### src/rtl/alu2_pkg.sv
`default_nettype none
// ============================================================================
// Module      : alu2_pkg
// Description : Shared opcodes, FSM encoding and width for the alu2 arbiter.
// Revision    : 1.0 - initial release
// ============================================================================
package alu2_pkg;

    localparam int WIDTH = 4;

    localparam logic [1:0] OP_ADD  = 2'b00;
    localparam logic [1:0] OP_ADD1 = 2'b01;
    localparam logic [1:0] OP_AND  = 2'b10;
    localparam logic [1:0] OP_XOR  = 2'b11;

    typedef enum logic [1:0] {
        IDLE = 2'd0,
        EXEC = 2'd1,
        RESP = 2'd2
    } state_t;

endpackage : alu2_pkg
`default_nettype wire

### src/rtl/alu2_arbiter_if.sv
`default_nettype none
// ============================================================================
// Module      : alu2_arbiter_if
// Description : Two-requester operation bus between sources and the arbiter.
// Revision    : 1.0 - initial release
// ============================================================================
interface alu2_arbiter_if #(
    parameter int WIDTH = alu2_pkg::WIDTH
);
    logic             req0;
    logic             req1;
    logic [WIDTH-1:0] a0;
    logic [WIDTH-1:0] b0;
    logic [WIDTH-1:0] a1;
    logic [WIDTH-1:0] b1;
    logic [1:0]       c0;
    logic [1:0]       c1;
    logic             done0;
    logic             done1;
    logic [WIDTH-1:0] result;
    logic             busy;

    modport master (
        output req0, req1, a0, b0, a1, b1, c0, c1,
        input  done0, done1, result, busy
    );

    modport slave (
        input  req0, req1, a0, b0, a1, b1, c0, c1,
        output done0, done1, result, busy
    );

endinterface : alu2_arbiter_if
`default_nettype wire

### src/rtl/alu2_altonivel.sv
`default_nettype none
// ============================================================================
// Module      : alu2_altonivel
// Description : Combinational 2-bit-opcode ALU (add, add+1, and, xor), mod 2^W.
// Revision    : 1.0 - initial release
// ============================================================================
module alu2_altonivel #(
    parameter int WIDTH = alu2_pkg::WIDTH
) (
    input  logic [WIDTH-1:0] i_a,
    input  logic [WIDTH-1:0] i_b,
    input  logic [1:0]       i_c,
    output logic [WIDTH-1:0] o_f
);
    import alu2_pkg::*;

    localparam logic [WIDTH-1:0] c_ONE = {{(WIDTH-1){1'b0}}, 1'b1};

    // Carry-out is dropped; A+B+1 is one truncated sum.
    always_comb begin
        o_f = '0;
        case (i_c)
            OP_ADD:  o_f = i_a + i_b;
            OP_ADD1: o_f = i_a + i_b + c_ONE;
            OP_AND:  o_f = i_a & i_b;
            OP_XOR:  o_f = i_a ^ i_b;
            default: o_f = '0;
        endcase
    end

endmodule : alu2_altonivel
`default_nettype wire

### src/rtl/alu2_arbiter.sv
`default_nettype none
// ============================================================================
// Module      : alu2_arbiter
// Description : Round-robin share of one alu2_altonivel between two requesters.
// Revision    : 1.0 - initial release
// ============================================================================
module alu2_arbiter #(
    parameter int WIDTH = alu2_pkg::WIDTH
) (
    input  logic          clk,
    input  logic          rst,
    alu2_arbiter_if.slave bus
);
    import alu2_pkg::*;

    state_t           r_state;
    state_t           w_next;
    logic [WIDTH-1:0] r_a_q;
    logic [WIDTH-1:0] r_b_q;
    logic [1:0]       r_c_q;
    logic [WIDTH-1:0] r_result_q;
    logic             r_owner;
    logic             r_last;
    logic             w_grant;
    logic             w_winner;
    logic [WIDTH-1:0] w_alu_f;

    // On a tie the requester not served last wins.
    always_comb begin
        w_grant  = bus.req0 | bus.req1;
        w_winner = 1'b0;
        if (bus.req0 && bus.req1) begin
            w_winner = ~r_last;
        end else if (bus.req1) begin
            w_winner = 1'b1;
        end
    end

    always_comb begin
        w_next = r_state;
        case (r_state)
            IDLE:    if (w_grant) w_next = EXEC;
            EXEC:    w_next = RESP;
            RESP:    w_next = IDLE;
            default: w_next = IDLE;
        endcase
    end

    always_ff @(posedge clk) begin
        if (rst) begin
            r_state <= IDLE;
        end else begin
            r_state <= w_next;
        end
    end

    always_ff @(posedge clk) begin
        if (rst) begin
            r_a_q      <= '0;
            r_b_q      <= '0;
            r_c_q      <= '0;
            r_result_q <= '0;
            r_owner    <= 1'b0;
            r_last     <= 1'b1;
        end else begin
            if (r_state == IDLE && w_grant) begin
                r_owner <= w_winner;
                r_a_q   <= w_winner ? bus.a1 : bus.a0;
                r_b_q   <= w_winner ? bus.b1 : bus.b0;
                r_c_q   <= w_winner ? bus.c1 : bus.c0;
            end
            if (r_state == EXEC) begin
                r_result_q <= w_alu_f;
            end
            if (r_state == RESP) begin
                r_last <= r_owner;
            end
        end
    end

    alu2_altonivel #(
        .WIDTH (WIDTH)
    ) u_alu (
        .i_a (r_a_q),
        .i_b (r_b_q),
        .i_c (r_c_q),
        .o_f (w_alu_f)
    );

    assign bus.done0  = (r_state == RESP) && !r_owner;
    assign bus.done1  = (r_state == RESP) &&  r_owner;
    assign bus.busy   = (r_state != IDLE);
    assign bus.result = r_result_q;

endmodule : alu2_arbiter
`default_nettype wire

### src/flat_wrapper.sv
// flat-port wrapper written by rule: the top's interface ports become plain ports
module alu2_arbiter_flat import alu2_pkg::*;
#(
    parameter int WIDTH = alu2_pkg::WIDTH
)
  (clk, rst, bus_req0, bus_req1, bus_a0, bus_b0, bus_a1, bus_b1, bus_c0, bus_c1, bus_done0, bus_done1, bus_result, bus_busy);
  alu2_arbiter_if #(.WIDTH(WIDTH)) bus_i ();
  input  logic clk;
  input  logic rst;
  input wire logic [$bits(bus_i.req0)-1:0] bus_req0;
  input wire logic [$bits(bus_i.req1)-1:0] bus_req1;
  input wire logic [$bits(bus_i.a0)-1:0] bus_a0;
  input wire logic [$bits(bus_i.b0)-1:0] bus_b0;
  input wire logic [$bits(bus_i.a1)-1:0] bus_a1;
  input wire logic [$bits(bus_i.b1)-1:0] bus_b1;
  input wire logic [$bits(bus_i.c0)-1:0] bus_c0;
  input wire logic [$bits(bus_i.c1)-1:0] bus_c1;
  output wire logic [$bits(bus_i.done0)-1:0] bus_done0;
  output wire logic [$bits(bus_i.done1)-1:0] bus_done1;
  output wire logic [$bits(bus_i.result)-1:0] bus_result;
  output wire logic [$bits(bus_i.busy)-1:0] bus_busy;
  assign bus_i.req0 = bus_req0;
  assign bus_i.req1 = bus_req1;
  assign bus_i.a0 = bus_a0;
  assign bus_i.b0 = bus_b0;
  assign bus_i.a1 = bus_a1;
  assign bus_i.b1 = bus_b1;
  assign bus_i.c0 = bus_c0;
  assign bus_i.c1 = bus_c1;
  assign bus_done0 = bus_i.done0;
  assign bus_done1 = bus_i.done1;
  assign bus_result = bus_i.result;
  assign bus_busy = bus_i.busy;
  alu2_arbiter #(.WIDTH(WIDTH)) u_core (.clk(clk), .rst(rst), .bus(bus_i));
endmodule
### config.mk
export PLATFORM = sky130hd
export DESIGN_NAME = alu2_arbiter_flat
export DESIGN_NICKNAME = d
export VERILOG_FILES = /design/src/rtl/alu2_pkg.sv /design/src/rtl/alu2_arbiter_if.sv /design/src/rtl/alu2_altonivel.sv /design/src/rtl/alu2_arbiter.sv /design/src/flat_wrapper.sv
export SDC_FILE = /design/constraint.sdc
export NUM_CORES = 1
export LEC_CHECK = 0
export ABC_AREA = 1
export ABC_CLOCK_PERIOD_IN_PS = 1750
export CAP_MARGIN = 20
export CORE_ASPECT_RATIO = 1.25
export CORE_UTILIZATION = 44
export DETAILED_ROUTE_END_ITERATION = 10
export PLACE_DENSITY_LB_ADDON = 0.3
export SYNTH_ARGS = -nofsm -noshare
export SYNTH_HDL_FRONTEND = slang
export SYNTH_HIERARCHICAL = 1
export SYNTH_SLANG_ARGS = --single-unit
export TNS_END_PERCENT = 10
### constraint.sdc
create_clock -name clk -period 1.75 [get_ports clk]
set_input_delay 0.175 -clock clk [delete_from_list [all_inputs] [get_ports clk]]
set_output_delay 0.175 -clock clk [all_outputs]
set_load 0.01 [all_outputs]
==> out/results.tsv <==
metric	value	unit
Worst slew margin	0.6560	
Post-synth EDFFs	0	
RSZ-0062 raised after global routing	true	
P&R area growth vs syn	31.83	%
Synth warnings	6	
clk sinks	18	
top cells by count, synth	48 x nand2_1, 39 x nor2_1, 25 x inv_1	
most frequent cell after synthesis	nand2_1	
final core utilization	0.6073	
TritonCTS buffer count	3	
FF-to-FF Start	u_core/r_a_q[0]	
Hold Crit Start	rst	
Worst Setup End Kind	flop	
postcts setup bufs	0	
CTS Hold Buffers Added	0	
leakage	0.0007547	uW
syn avg cell area	6.334	sq um
Routed Antenna Nets	0	
Overall Power	1206	uW
Least-Margin Pin Slew	0.5159	ns
Seq cells post-synth	18	
first-pass GRT wire length	3.981	mm
fin nets	256	
Post-Syn Area	0.001222	sq mm
starting density of the core	0.4606	
RePlAce Congestion	0.8625	
Fillers	261	
Place WS	0.003992	ns
number of diodes	0	
WP data required	1.95	ns
Max FO, Critical Path	3	
Worst R2R Setup Slack	0.05	ns
full die area	0.002994	sq mm
Hold Crit Depth	2	
Site Rows	21	
CTS tree	built	
post-DP HPWL	1.934	mm
largest area contributor in the netlist	dfxtp_1	
Yosys top cell area share	0.2948	
Core Area	0.002654	sq mm
latest clock arrival within the worst-skew pair	0.29	ns
final hold slack	0.4582	ns
Synth area leaders	dfxtp_1 29%, nand2_1 15%, nor2_1 12%	
Critical Path Start	u_core/r_a_q[0]	
H-tree Lvls	1	
Reg clk slew, reported paths	0.11	ns
share of layout cells above drive strength 1	0.08444	
largest net degree at the start of global routing	22	
end point of the critical path	u_core/bus.result[2]	
Post-route DRC	0	
Worst Skew	0.01011	ns
Final period util	0.9716	
via count	1188	
Worst setup SP type	flop	
WL/cell	9.699	um
fraction of registers with async set/reset	0	
WL final	2.512	mm
GRT Util Overall	0.1744	
initial antenna violation count	0	
DIE HEIGHT	60.93	um
GR Overflow Total	0	
min-delay worst type	primary input to flop	
count of different cell masters after synthesis	22	
Final Hold Violating Endpoints	0	
Top-Level Pins	31	
port buffer count	30	
via/cell ratio	4.587	
TritonRoute pass-1 iters	5	
Root Buffer	clkbuf_4	
fin crit period	1.700	ns
DR iter-0 viols	26	
WS Path Type	flop to flop	
worst reg2reg path depth	7	
max-slew violation count	0	
# Max-Cap Violations	0	
syn_nets	223	
post-synthesis instance total	193	
r2r endpoint	u_core/bus.result[2]	
Top FF cell, synth	dfxtp_1	
sequential area share after synthesis	0.2948	
final setup margin	0.04971	ns
arrival time worst endpoint	1.90	ns
setup violators final	0	
Die Span X	49.15	um
status	complete, no violations	
P per Cell Area	748.1	mW/mm^2
vias in the first global route	983	
CTS Buffer Depth	2	
fmax	588.1	MHz
worst vdd ir	0.3448	mV
state kept, by name, indices dropped and copies added (netlist names):
signal	cells
u_core/r_state	2
u_core/r_a_q	4
u_core/bus.result	4
u_core/r_c_q	2
u_core/r_b_q	4
u_core/r_last	1
u_core/r_owner	1
power by group:
group	switching (uW)	total [uW]	internal, uW
combinational	242	461	219
clock	128	255	127
sequential	34.3	490	455
layout make-up:
class | instances | area, sq um | area share
Sequential cell | 18 | 362.8 | 0.2252
Inverter | 25 | 93.84 | 0.05823
Clock buffer | 4 | 36.28 | 0.02252
Multi-Input combinational cell | 144 | 745.7 | 0.4627
Tap cell | 34 | 42.54 | 0.02640
Timing Repair Buffer | 34 | 330.3 | 0.2050
critical path: stages, from the launching register on:
cell and delay (ns):
dfxtp_2 0.35, ha_4 0.16, fa_1 0.53, ha_2 0.21, xor2_2 0.15, o211ai_2 0.08
nor2_1 0.09, nor2_1 0.04
layer usage:
layer	part of all wire	global-route usage	vias up
met2	0.50	0.3229	29
met4	0.0068	0.08824	0
met3	0.023	0.01504	2
met1	0.47	0.2027	484
li1	-	-	673
met5	0	0	-
what timing repair did:
action / CTS / global route
pin swaps: 6 / 12
endpoints found under the setup margin: 1 / 3
resized for setup: 4 / 3
metrics by stage:
stage          setup TNS, ns  instances  area [sq um]
2_1_floorplan              0        193          1222
3_3_place_gp               0        255          1548
5_1_grt             -0.06967        259          1612
4_1_cts             -0.01660        259          1600
3_5_place_dp               0        255          1548
6_report                   0        259          1612
logic make-up (layout without fill, tap and decap cells):
| group | after synthesis | count (layout) | share of synthesized area |
|---|---|---|---|
| XOR/XNOR | 1 | 1 | 0.007166 |
| AND/OR/NAND/NOR | 117 | 117 | 0.4002 |
| flip-flops | 18 | 18 | 0.2948 |
| buffers and inverters | 31 | 63 | 0.1157 |
| AO/OA/AOI/OAI | 20 | 20 | 0.1146 |
| adder cells (fa/ha/maj) | 6 | 6 | 0.06755 |
worst min-delay path by stage:
stage / end / slack [ns]
5_1_grt: u_core/r_state[0] / 0.45
3_5_place_dp: u_core/r_last / 0.45
4_1_cts: u_core/r_state[0] / 0.46
6_report: u_core/r_state[0] / 0.46
3_3_place_gp: u_core/r_last / 0.45
2_1_floorplan: u_core/r_state[0] / 0.25
placed cells by master, fill, tap and decap left out, types with 4 or more instances in the layout:
| cell type | instances |
|---|---|
| clkdlybuf4s50_1 | 30 |
| nand2_1 | 47 |
| nor2_1 | 39 |
| inv_1 | 25 |
| nand3_1 | 24 |
| buf_4 | 4 |
| a21boi_1 | 10 |
| o21ai_0 | 5 |
| dfxtp_1 | 16 |
No activity file was read; power rests on OpenSTA's default activity.
